$ cat src/rtl/ram_port_arbiter_pkg.sv
// Shared encodings for the RAM port arbiter: access sizes, FSM states,
// and helpers that turn an access size into a beat count and an alignment verdict.
// No ports; imported by the interface, sequencer and top.
package ram_port_arbiter_pkg;

   localparam logic [1:0] SIZE_BYTE = 2'b00;
   localparam logic [1:0] SIZE_HALF = 2'b01;
   localparam logic [1:0] SIZE_WORD = 2'b10;
   localparam logic [1:0] SIZE_ILL  = 2'b11;

   typedef enum logic [1:0] {
      IDLE = 2'd0,
      BEAT = 2'd1,
      RESP = 2'd2
   } state_t;

   // Number of byte beats for an access size; 0 marks an illegal size.
   function automatic logic [2:0] beat_count(input logic [1:0] size);
      case (size)
         SIZE_BYTE: return 3'd1;
         SIZE_HALF: return 3'd2;
         SIZE_WORD: return 3'd4;
         default:   return 3'd0;
      endcase
   endfunction

   // Natural alignment check on the low address bits.
   function automatic logic is_aligned(input logic [1:0] size, input logic [1:0] addr_lo);
      case (size)
         SIZE_WORD: return (addr_lo == 2'b00);
         SIZE_HALF: return (addr_lo[0] == 1'b0);
         default:   return 1'b1;
      endcase
   endfunction

endpackage

$ cat src/rtl/ram_port_arbiter_if.sv
// Bundle of the fetch port, data port and byte-RAM port around the arbiter.
// master: pipeline/RAM side (drives requests and ram_rdata); slave: the arbiter.
// Request/response is req-held-until-rdy; the RAM port is a combinational-read byte array.
interface ram_port_arbiter_if #(
   parameter int RAM_AW = 8
);
   // instruction fetch port
   logic              if_req;
   logic [31:0]       if_addr;
   logic              if_rdy;
   logic [31:0]       if_rdata;
   // data memory port
   logic              dm_req;
   logic              dm_we;
   logic [1:0]        dm_size;
   logic [31:0]       dm_addr;
   logic [31:0]       dm_wdata;
   logic              dm_rdy;
   logic              dm_err;
   logic [31:0]       dm_rdata;
   // byte RAM port
   logic [RAM_AW-1:0] ram_addr;
   logic              ram_we;
   logic [7:0]        ram_wdata;
   logic [7:0]        ram_rdata;

   modport master (
      output if_req, if_addr, dm_req, dm_we, dm_size, dm_addr, dm_wdata, ram_rdata,
      input  if_rdy, if_rdata, dm_rdy, dm_err, dm_rdata, ram_addr, ram_we, ram_wdata
   );

   modport slave (
      input  if_req, if_addr, dm_req, dm_we, dm_size, dm_addr, dm_wdata, ram_rdata,
      output if_rdy, if_rdata, dm_rdy, dm_err, dm_rdata, ram_addr, ram_we, ram_wdata
   );

endinterface

$ cat src/rtl/ram_port_arbiter_sequencer.sv
// Byte-beat sequencer: walks n consecutive RAM bytes big-endian, splitting write words and assembling read words.
// Latency: n beats after start; last is high during the final beat, rd_word is valid with it.
// Backpressure: none; once started it runs to completion (only reset aborts it).
// Ports: start/start_* (launch an access), ram_* (byte RAM), last/rd_word (completion + assembled read data).
module ram_byte_sequencer #(
   parameter int RAM_AW = 8
) (
   input  logic              clk,
   input  logic              rst_n,
   input  logic              start,
   input  logic [RAM_AW-1:0] start_addr,
   input  logic [2:0]        start_n,
   input  logic              start_we,
   input  logic [31:0]       start_wdata,
   input  logic [7:0]        ram_rdata,
   output logic [RAM_AW-1:0] ram_addr,
   output logic              ram_we,
   output logic [7:0]        ram_wdata,
   output logic              last,
   output logic [31:0]       rd_word
);

   logic        active;
   logic [2:0]  cnt;
   logic [2:0]  n_q;
   logic [31:0] wdata_q;
   logic [23:0] asm_q;
   logic [2:0]  first_idx;
   logic [2:0]  next_idx;

   function automatic logic [7:0] byte_sel(input logic [31:0] w, input logic [2:0] idx);
      case (idx)
         3'd0:    return w[7:0];
         3'd1:    return w[15:8];
         3'd2:    return w[23:16];
         3'd3:    return w[31:24];
         default: return 8'h00;
      endcase
   endfunction

   // Beat i of an n-byte unit carries byte index n-1-i, so beat 0 is the MSByte.
   assign first_idx = start_n - 3'd1;
   assign next_idx  = n_q - cnt - 3'd2;

   assign last    = active && (cnt == n_q - 3'd1);
   // Earlier beats sit above the byte on the bus this cycle; asm_q starts at 0 so short reads are zero-extended.
   assign rd_word = {asm_q, ram_rdata};

   always_ff @(posedge clk or negedge rst_n) begin
      if (!rst_n) begin
         active    <= 1'b0;
         cnt       <= 3'd0;
         n_q       <= 3'd0;
         wdata_q   <= 32'h0;
         asm_q     <= 24'h0;
         ram_addr  <= '0;
         ram_we    <= 1'b0;
         ram_wdata <= 8'h00;
      end else if (start) begin
         active    <= 1'b1;
         cnt       <= 3'd0;
         n_q       <= start_n;
         wdata_q   <= start_wdata;
         asm_q     <= 24'h0;
         ram_addr  <= start_addr;
         ram_we    <= start_we;
         ram_wdata <= start_we ? byte_sel(start_wdata, first_idx) : 8'h00;
      end else if (active) begin
         asm_q <= rd_word[23:0];
         if (last) begin
            active    <= 1'b0;
            ram_we    <= 1'b0;
            ram_wdata <= 8'h00;
         end else begin
            cnt       <= cnt + 3'd1;
            // address arithmetic wraps naturally at 2**RAM_AW
            ram_addr  <= ram_addr + {{(RAM_AW-1){1'b0}}, 1'b1};
            ram_wdata <= ram_we ? byte_sel(wdata_q, next_idx) : 8'h00;
         end
      end
   end

endmodule

$ cat src/rtl/ram_port_arbiter.sv
// Arbitrates the single-port byte RAM between instruction fetch (word reads) and data memory (byte/half/word R/W).
// Latency from the granting edge: word rdy after 5 cycles, half 3, byte 2, error 1; one idle cycle follows each response.
// Backpressure: requesters hold req until their one-cycle rdy pulse; the losing requester simply waits.
// Ports: clk, rst_n (async active-low), bus (slave side of ram_port_arbiter_if: if_*, dm_*, ram_*).
module ram_port_arbiter
   import ram_port_arbiter_pkg::*;
#(
   parameter int RAM_AW      = 8,
   parameter bit DM_PRIORITY = 1'b1
) (
   input logic               clk,
   input logic               rst_n,
   ram_port_arbiter_if.slave bus
);

   state_t      state;
   logic        owner_dm;
   logic        dm_we_q;
   logic        prefer_dm;
   logic        if_rdy_q;
   logic        dm_rdy_q;
   logic        dm_err_q;
   logic [31:0] if_rdata_q;
   logic [31:0] dm_rdata_q;

   logic        grant_if;
   logic        grant_dm;
   logic [2:0]  dm_n;
   logic        dm_legal;
   logic        seq_start;
   logic [RAM_AW-1:0] seq_addr;
   logic [2:0]  seq_n;
   logic        seq_last;
   logic [31:0] seq_rd_word;

   logic        unused_addr_bits;
   assign unused_addr_bits = ^{bus.if_addr[31:RAM_AW], bus.if_addr[1:0], bus.dm_addr[31:RAM_AW]};

   always_comb begin
      grant_if = 1'b0;
      grant_dm = 1'b0;
      if (state == IDLE) begin
         if (bus.if_req && bus.dm_req) begin
            grant_dm = prefer_dm;
            grant_if = !prefer_dm;
         end else begin
            grant_dm = bus.dm_req;
            grant_if = bus.if_req;
         end
      end
   end

   assign dm_n      = beat_count(bus.dm_size);
   assign dm_legal  = (dm_n != 3'd0) && is_aligned(bus.dm_size, bus.dm_addr[1:0]);
   // Bad DM requests are answered with an error and never touch the RAM.
   assign seq_start = grant_if || (grant_dm && dm_legal);
   // Fetch misalignment is dropped rather than reported.
   assign seq_addr  = grant_dm ? bus.dm_addr[RAM_AW-1:0] : {bus.if_addr[RAM_AW-1:2], 2'b00};
   assign seq_n     = grant_dm ? dm_n : 3'd4;

   ram_byte_sequencer #(.RAM_AW(RAM_AW)) u_seq (
      .clk         (clk),
      .rst_n       (rst_n),
      .start       (seq_start),
      .start_addr  (seq_addr),
      .start_n     (seq_n),
      .start_we    (grant_dm && bus.dm_we),
      .start_wdata (bus.dm_wdata),
      .ram_rdata   (bus.ram_rdata),
      .ram_addr    (bus.ram_addr),
      .ram_we      (bus.ram_we),
      .ram_wdata   (bus.ram_wdata),
      .last        (seq_last),
      .rd_word     (seq_rd_word)
   );

   always_ff @(posedge clk or negedge rst_n) begin
      if (!rst_n) begin
         state      <= IDLE;
         owner_dm   <= 1'b0;
         dm_we_q    <= 1'b0;
         prefer_dm  <= 1'b0;
         if_rdy_q   <= 1'b0;
         dm_rdy_q   <= 1'b0;
         dm_err_q   <= 1'b0;
         if_rdata_q <= 32'h0;
         dm_rdata_q <= 32'h0;
      end else begin
         if_rdy_q <= 1'b0;
         dm_rdy_q <= 1'b0;
         dm_err_q <= 1'b0;
         case (state)
            IDLE: begin
               if (grant_if || grant_dm) begin
                  owner_dm <= grant_dm;
                  dm_we_q  <= bus.dm_we;
                  // DM_PRIORITY=1 tracks the last grant of any kind, so DM wins
                  // a tie right after fetch; otherwise only ties flip the pointer.
                  if (DM_PRIORITY)
                     prefer_dm <= grant_if;
                  else if (bus.if_req && bus.dm_req)
                     prefer_dm <= !prefer_dm;
                  if (grant_dm && !dm_legal) begin
                     state    <= RESP;
                     dm_rdy_q <= 1'b1;
                     dm_err_q <= 1'b1;
                  end else begin
                     state <= BEAT;
                  end
               end
            end
            BEAT: begin
               if (seq_last) begin
                  state <= RESP;
                  if (owner_dm) begin
                     dm_rdy_q <= 1'b1;
                     if (!dm_we_q)
                        dm_rdata_q <= seq_rd_word;
                  end else begin
                     if_rdy_q   <= 1'b1;
                     if_rdata_q <= seq_rd_word;
                  end
               end
            end
            RESP:    state <= IDLE;
            default: state <= IDLE;
         endcase
      end
   end

   assign bus.if_rdy   = if_rdy_q;
   assign bus.if_rdata = if_rdata_q;
   assign bus.dm_rdy   = dm_rdy_q;
   assign bus.dm_err   = dm_err_q;
   assign bus.dm_rdata = dm_rdata_q;

endmodule
$ cat src/flat_wrapper.sv
// flat-port wrapper written by rule: the top's interface ports become plain ports
module ram_port_arbiter_flat import ram_port_arbiter_pkg::*;
#(
   parameter int RAM_AW      = 8,
   parameter bit DM_PRIORITY = 1'b1
)
  (clk, rst_n, bus_if_req, bus_if_addr, bus_dm_req, bus_dm_we, bus_dm_size, bus_dm_addr, bus_dm_wdata, bus_ram_rdata, bus_if_rdy, bus_if_rdata, bus_dm_rdy, bus_dm_err, bus_dm_rdata, bus_ram_addr, bus_ram_we, bus_ram_wdata);
  ram_port_arbiter_if #(.RAM_AW(RAM_AW)) bus_i ();
  input logic clk;
  input logic rst_n;
  input wire logic [$bits(bus_i.if_req)-1:0] bus_if_req;
  input wire logic [$bits(bus_i.if_addr)-1:0] bus_if_addr;
  input wire logic [$bits(bus_i.dm_req)-1:0] bus_dm_req;
  input wire logic [$bits(bus_i.dm_we)-1:0] bus_dm_we;
  input wire logic [$bits(bus_i.dm_size)-1:0] bus_dm_size;
  input wire logic [$bits(bus_i.dm_addr)-1:0] bus_dm_addr;
  input wire logic [$bits(bus_i.dm_wdata)-1:0] bus_dm_wdata;
  input wire logic [$bits(bus_i.ram_rdata)-1:0] bus_ram_rdata;
  output wire logic [$bits(bus_i.if_rdy)-1:0] bus_if_rdy;
  output wire logic [$bits(bus_i.if_rdata)-1:0] bus_if_rdata;
  output wire logic [$bits(bus_i.dm_rdy)-1:0] bus_dm_rdy;
  output wire logic [$bits(bus_i.dm_err)-1:0] bus_dm_err;
  output wire logic [$bits(bus_i.dm_rdata)-1:0] bus_dm_rdata;
  output wire logic [$bits(bus_i.ram_addr)-1:0] bus_ram_addr;
  output wire logic [$bits(bus_i.ram_we)-1:0] bus_ram_we;
  output wire logic [$bits(bus_i.ram_wdata)-1:0] bus_ram_wdata;
  assign bus_i.if_req = bus_if_req;
  assign bus_i.if_addr = bus_if_addr;
  assign bus_i.dm_req = bus_dm_req;
  assign bus_i.dm_we = bus_dm_we;
  assign bus_i.dm_size = bus_dm_size;
  assign bus_i.dm_addr = bus_dm_addr;
  assign bus_i.dm_wdata = bus_dm_wdata;
  assign bus_i.ram_rdata = bus_ram_rdata;
  assign bus_if_rdy = bus_i.if_rdy;
  assign bus_if_rdata = bus_i.if_rdata;
  assign bus_dm_rdy = bus_i.dm_rdy;
  assign bus_dm_err = bus_i.dm_err;
  assign bus_dm_rdata = bus_i.dm_rdata;
  assign bus_ram_addr = bus_i.ram_addr;
  assign bus_ram_we = bus_i.ram_we;
  assign bus_ram_wdata = bus_i.ram_wdata;
  ram_port_arbiter #(.RAM_AW(RAM_AW), .DM_PRIORITY(DM_PRIORITY)) u_core (.clk(clk), .rst_n(rst_n), .bus(bus_i));
endmodule
$ cat config.mk
export PLATFORM = sky130hd
export DESIGN_NAME = ram_port_arbiter_flat
export DESIGN_NICKNAME = d
export VERILOG_FILES = /design/src/rtl/ram_port_arbiter_pkg.sv /design/src/rtl/ram_port_arbiter_if.sv /design/src/rtl/ram_port_arbiter_sequencer.sv /design/src/rtl/ram_port_arbiter.sv /design/src/flat_wrapper.sv
export SDC_FILE = /design/constraint.sdc
export NUM_CORES = 1
export LEC_CHECK = 0
export ABC_CLOCK_PERIOD_IN_PS = 3500
export CORE_UTILIZATION = 63
export DETAILED_ROUTE_END_ITERATION = 8
export DONT_BUFFER_PORTS = 1
export GPL_TIMING_DRIVEN = 1
export PLACE_DENSITY = 0.87
export SLEW_MARGIN = 10
export SYNTH_ARGS = -nofsm -noshare
export SYNTH_HDL_FRONTEND = slang
export SYNTH_SLANG_ARGS = --single-unit
$ cat constraint.sdc
create_clock -name clk -period 3.5 [get_ports clk]
set_clock_uncertainty 0.2 [all_clocks]
set_input_delay 0.525 -clock clk [delete_from_list [all_inputs] [get_ports clk]]
set_output_delay 0.525 -clock clk [all_outputs]
set_load 0.02 [all_outputs]
==> results.py, run 1 <==
metrics = {
    "run_status": {
        "status": "finished, violations left",
        "violations": "negative hold slack",
    },
    "sta": {
        "tns_ns": 0,
        "tightestPinTransition_ns": 1.28,
        "max_slew_margin": 0.143,
        "min_period_over_period": 0.833,
        "holdWs_ns": -0.484,
        "clock.fmax_mhz": 343,
        "setup-violations-final": 0,
        "rsz0062_at_grt": "no",
        "hold_viol_final": 152,
        "finalCriticalPeriod_ns": 2.92,
        "drv_slew": 0,
    },
    "power_and_ir_drop": {
        "peakVddDrop_v": 0.000711,
        "power_density_mw_per_mm2": 998,
        "power.leakage_nw": 3.74,
        "total_power_mw": 7.86,
    },
    "cts": {
        "clk_latency_ns": 0.51,
        "cts_resized": 0,
        "postCtsHoldBufs": 48,
        "cts.sinks": 152,
        "cts_max_path_buffers": 2,
        "cts_tree": "done",
        "clk_pin_slew_ns": 0.07,
        "postCtsSetupBuffers": 0,
        "cts_buffers": 17,
        "h-tree-depth": 4,
        "clockRootBuffer": "clkbuf_8",
    },
    "logic_synthesis": {
        "ys_ff_latch": 152,
        "synth.most_common_cell": "dfrtp_1",
        "netlist_area_mm2": 0.00666,
        "ys_top_cells_by_area": "dfrtp_1, mux2_2, mux2i_1, mux2_1, mux4_2",
        "syn_inst": 488,
        "ys_warn_count": 0,
        "synth_edf_count": 0,
        "synth.largest_area_cell": "dfrtp_1",
        "ys.flop_type": "dfrtp_1",
        "synth_top_area_share": 0.571,
        "seq_area_frac_synth": 0.571,
        "synth_async_sr_flop_share": 1.00,
        "synth_nets": 609,
        "synth_common_cells": "dfrtp_1, mux2_2, mux2i_1, nor2_1, mux2_1",
        "avgSynthCellArea_um2": 13.6,
        "synth_cell_type_count": 43,
    },
    "routing": {
        "drt_pre_antenna_iters": 4,
        "num_vias": 4238,
        "via_per_inst": 6.17,
        "routed_wl_mm": 15.3,
        "drc": 0,
        "drtIter0Drc": 259,
        "drt.antenna.violating_nets": 0,
        "detail_route.wl_per_cell_um": 22.3,
    },
    "run": {
        "drv_cap": 0,
    },
    "setup_path": {
        "rr_endpoint": "u_core.u_seq.ram_wdata[3]$_DFFE_PN0P_",
        "worst_ep_arrival_time_ns": 3.16,
        "reg2reg_setup_slack_ns": 0.58,
        "critPathCaptureType": "flop",
        "cp-start-kind": "flop",
        "r2r_start": "u_core.state[0]$_DFFE_PN0P_",
        "worstPathRequired_ns": 3.74,
        "crit_path_max_fanout": 8,
        "worstRegToRegCells": 5,
        "worst-setup-path-type": "reg -> reg",
    },
    "grt": {
        "antenna_found_initial": 1,
        "grt_usage": 0.298,
        "grt_pass1_wl_mm": 25.1,
        "gr-total-overflow": 0,
        "grt_pass1_vias": 4657,
        "grt_max_degree": 153,
    },
    "floorplan": {
        "die_h_um": 105,
        "boundaryPins": 195,
        "start_util": 0.648,
        "core_area_mm2": 0.0103,
        "fp-row-count": 37,
        "die-area_mm2": 0.0110,
        "die_w_um": 105,
    },
    "placement": {
        "dpl.cell_count": 607,
        "dp_hpwl_mm": 8.88,
        "place.gp.congestion": 0.813,
        "io_buffers": 0,
    },
    "cells_and_area": {
        "area_growth_pct": 18.3,
        "fin_cells": 687,
        "nNetsFinal": 659,
        "drive_above_1_share": 0.213,
        "final_core_util": 0.766,
    },
    "min_path": {
        "min_path_type": "in -> async",
    },
}
## worst max-delay path, cell delays in order (launching register included)
cell	delay, ns
dfrtp_1	0.40
or3b_1	0.54
nor3_1	1.05
a22oi_1	0.23
a21oi_1	0.27
a211o_1	0.17
## flip-flops by register name, summed over array words and instances, names as in the netlist
signal and flops:
u_core.bus.dm_err 1, u_core.u_seq.asm_q 24, u_core.state 2, u_core.bus.dm_rdy 1, u_core.u_seq.n_q 3, u_core.bus.if_rdata 32, u_core.u_seq.ram_wdata 8, u_core.u_seq.cnt 3
u_core.u_seq.active 1, u_core.owner_dm 1, u_core.u_seq.ram_we 1, u_core.bus.if_rdy 1, u_core.u_seq.ram_addr 8, u_core.u_seq.wdata_q 32, u_core.bus.dm_rdata 32, u_core.dm_we_q 1
u_core.prefer_dm 1
## logic make-up after synthesis
family,after synthesis,share of synthesized area
adders and majority gates,10,0.0188
DFF,152,0.571
buffers and inverters,32,0.0218
and+or+nand+nor,92,0.0735
AOI/OAI and AO/OA,49,0.0517
muxes,140,0.244
xor gates and xnor gates,13,0.0194
## power by group
group          leakage, nW  switching [mW]  internal, mW
logic                 1.53            1.08          1.26
registers             1.92            1.14          2.54
clock network        0.284           0.696          1.15
total                 3.74            2.91          4.95
## worst max-delay path by stage
| stage | startpoint | end | slack, ns | cells past startpoint |
|---|---|---|---|---|
| 6_report | u_core.state[0]$_DFFE_PN0P_ | u_core.u_seq.ram_wdata[3]$_DFFE_PN0P_ | 0.58 | 5 |
| 5_1_grt | u_core.u_seq.cnt[1]$_DFFE_PN0P_ | u_core.u_seq.ram_wdata[3]$_DFFE_PN0P_ | 0.47 | 8 |
| 4_1_cts | u_core.state[0]$_DFFE_PN0P_ | u_core.u_seq.ram_wdata[7]$_DFFE_PN0P_ | 0.71 | 5 |
| 3_5_place_dp | bus_dm_size[0] | u_core.u_seq.ram_wdata[5]$_DFFE_PN0P_ | 0.64 | 8 |
| 3_3_place_gp | bus_dm_size[0] | u_core.u_seq.ram_wdata[6]$_DFFE_PN0P_ | 0.67 | 8 |
| 2_1_floorplan | u_core.u_seq.cnt[0]$_DFFE_PN0P_ | u_core.bus.if_rdata[0]$_DFFE_PN0P_ | 0.94 | 7 |
## cell type report
type	count	area [um^2]
Clock buffer	19	422
Inverter	8	30.0
Fill cell	609	2400
Multi-Input combinational cell	304	2730
Timing Repair Buffer	55	546
Sequential cell	152	3800
Tap cell	136	170
Clock inverter	12	175
Antenna cell	1	2.50
## routing by layer
metal	share of wire	track usage
met1	0.36	0.346
met2	0.53	0.507
met3	0.089	0.105
met4	0.023	0.113
met5	0	0
## metrics by stage
step           setup WS, ns  instance area, um^2
4_1_cts               0.708                 7870
5_1_grt               0.465                 7880
3_3_place_gp          0.665                 6800
3_5_place_dp          0.644                 6800
6_report              0.583                 7880
2_1_floorplan         0.943                 6660
## cells in the final DEF (no fill, tap or decap), types with 2 or more instances in the layout
master         synthesis  routed
nor3_1                 2       2
dlygate4sd3_1          0      48
nand2_1               16      16
xor2_1                 7       7
a2bb2oi_1              2       2
mux2_2                67      67
mux2_1                30      30
a22oi_1               16      16
o21ai_0                6       5
mux4_2                 8       8
a211o_1                9       9
nand4_1                5       5
clkbuf_1               8       2
bufinv_16              0       4
nand3b_1               3       3
nor2_1                35      35
a21oi_1               10      10
and3_1                 2       2
clkbuf_16              0      16
nor2b_1                2       2
clkinvlp_4             0       3
nand3_1                3       3
nand2b_1               5       5
clkinv_2               0       3
xnor2_1                5       5
a21o_1                 2       2
or3_1                  2       2
nor3b_1                9       9
mux2i_1               35      35
ha_1                  10      10
buf_4                  3       6
inv_1                  8       8
dfrtp_1              152     151
No activity file was read; power rests on OpenSTA's default activity.
==> run 2, diff against run 1 <==
- ABC_CLOCK_PERIOD_IN_PS: 3500 -> 3000
- clock period: 3.5 -> 3 ns (I/O delays scaled with it)
==> results.py, run 2 (synthesis gave the netlist of run 1 again) <==
metrics = {
    "run_status": {
        "status": "finished, violations left",
        "violations": "negative hold slack",
    },
    "power_and_ir_drop": {
        "power_frac_seq": 0.457,
        "power.leakage_nw": 3.80,
        "peakVddDrop_v": 0.000670,
        "pwr-share-comb": 0.298,
        "p_int_mw": 5.95,
        "switching_share": 0.369,
        "p_clk_frac": 0.245,
        "power_density_mw_per_mm2": 1180,
        "switching_power_mw": 3.48,
    },
    "floorplan": {
        "die_h_um": 105,
        "fp-row-count": 37,
        "die_w_um": 105,
        "die-area_mm2": 0.0110,
        "core_area_mm2": 0.0103,
        "boundaryPins": 195,
        "start_util": 0.648,
    },
    "min_path": {
        "min_path_type": "in -> async",
    },
    "cts": {
        "cts_buffers": 17,
        "clk_pin_slew_ns": 0.07,
        "cts_resized": 0,
        "clk_latency_ns": 0.52,
        "cts_max_path_buffers": 2,
        "clockRootBuffer": "clkbuf_8",
        "h-tree-depth": 4,
        "postCtsHoldBufs": 55,
        "cts.sinks": 152,
        "postCtsSetupBuffers": 0,
        "cts_tree": "done",
    },
    "setup_path": {
        "crit_chain": "or3b_1 > nor3_1 > a22oi_1 > a21oi_1 > a211o_1",
        "cp-endpoint": "u_core.u_seq.ram_wdata[7]$_DFFE_PN0P_",
        "cp-start-kind": "flop",
        "reg2reg_setup_slack_ns": 0.30,
        "worst_ep_arrival_time_ns": 2.96,
        "r2r_start": "u_core.state[0]$_DFFE_PN0P_",
        "rr_endpoint": "u_core.u_seq.ram_wdata[7]$_DFFE_PN0P_",
        "crit_path_max_fanout": 8,
        "worst-setup-path-type": "reg -> reg",
        "cp_top_family": "simple AND/OR/NAND/NOR gates",
        "worstPathRequired_ns": 3.26,
        "critPathBufInv": 0,
        "critPathCaptureType": "flop",
        "max_stage_delay_ns": 0.94,
        "worstRegToRegCells": 5,
        "crit_path_top_delay_cell": "nor3_1",
        "path_depth": 5,
        "startpoint": "u_core.state[0]$_DFFE_PN0P_",
    },
    "grt": {
        "grt_pass1_wl_mm": 25.4,
        "use_met3": 0.107,
        "grt_usage": 0.306,
        "grt_max_degree": 153,
        "grt_pass1_vias": 4694,
        "antenna_found_initial": 0,
        "gr-total-overflow": 0,
        "met2_usage": 0.504,
        "top_usage_layer": "met2",
        "met1_usage": 0.360,
    },
    "placement": {
        "place.gp.congestion": 0.848,
        "io_buffers": 0,
        "dpl.cell_count": 609,
        "dp_hpwl_mm": 9.03,
    },
    "routing": {
        "drc": 0,
        "via_per_inst": 6.26,
        "detail_route.wl_per_cell_um": 22.4,
        "drt_pre_antenna_iters": 4,
        "routed_wl_mm": 15.6,
        "drtIter0Drc": 287,
        "num_vias": 4357,
        "drt.antenna.violating_nets": 0,
    },
    "sta": {
        "tns_ns": 0,
        "max_slew_margin": 0.218,
        "hold_viol_final": 152,
        "setup-violations-final": 0,
        "clock.fmax_mhz": 370,
        "tightestPinTransition_ns": 1.16,
        "min_period_over_period": 0.900,
        "finalCriticalPeriod_ns": 2.70,
        "holdWs_ns": -0.582,
        "drv_slew": 0,
        "rsz0062_at_grt": "no",
    },
    "cells_and_area": {
        "area_growth_pct": 20.4,
        "n_antenna_cell": 0,
        "drive_above_1_share": 0.213,
        "final_cell_mix": "dfrtp_1, mux2_2, dlygate4sd3_1",
        "nNetsFinal": 668,
        "fin_cells": 696,
        "final_common_cell": "dfrtp_1",
    },
    "run": {
        "drv_cap": 0,
    },
}
[run 2: layout make-up]
| type | instances | area [um^2] |
|---|---|---|
| inverter | 8 | 30.0 |
| timing repair buffer | 64 | 643 |
| tap | 136 | 170 |
| clock inverter | 10 | 190 |
| sequential | 152 | 3800 |
| clock buffer | 22 | 453 |
| fill | 572 | 2260 |
| multi-input combinational | 304 | 2730 |
[run 2: power groups by stage]
stage                     Combinational (mW)  Sequential [mW]  Clock, mW
final                                   2.81             4.31       2.31
after global routing                    3.05             4.40       2.44
after CTS                               2.77             4.28       2.33
after detailed placement                2.64             4.30          0
after global placement                  2.49             4.22          0
after floorplan                         2.21             4.01          0
[run 2: layer usage]
metal	routed length [um]	part of all wire
met3	1180	0.075
met5	0	0
met2	7970	0.51
met1	5970	0.38
met4	489	0.031
[run 2: how the worst min path moves through the flow]
stage | start | to | slack, ns | cells after the start
finish | rst_n | u_core.bus.if_rdata[28]$_DFFE_PN0P_ | -0.58 | 0
global route | rst_n | u_core.u_seq.asm_q[16]$_DFFE_PN0P_ | -0.61 | 0
CTS | rst_n | u_core.bus.dm_rdata[28]$_DFFE_PN0P_ | -0.60 | 0
detailed placement | rst_n | u_core.bus.if_rdata[28]$_DFFE_PN0P_ | -0.04 | 0
global placement | rst_n | u_core.bus.dm_rdata[28]$_DFFE_PN0P_ | -0.04 | 0
floorplan | rst_n | u_core.bus.dm_err$_DFF_PN0_ | -0.05 | 0
[run 2: metrics by stage]
step / total power, mW / instance area (um^2) / hold slack [ns] / util / setup WS [ns]
global route: 9.89 / 8020 / -0.608 / 0.780 / 0.174
detailed placement: 6.95 / 6820 / -0.0429 / 0.664 / 0.221
CTS: 9.38 / 8020 / -0.602 / 0.780 / 0.311
floorplan: 6.22 / 6660 / -0.0456 / - / 0.443
finish: 9.44 / 8020 / -0.582 / 0.780 / 0.299
global placement: 6.72 / 6820 / -0.0431 / 0.664 / 0.325
[run 2: worst register-to-register path, delay by kind of cell, from the launching register on]
| family | cells | cell delay, ns |
|---|---|---|
| and+or+nand+nor | 2 | 1.35 |
| DFF | 1 | 0.41 |
| AOI/OAI and AO/OA | 3 | 0.69 |
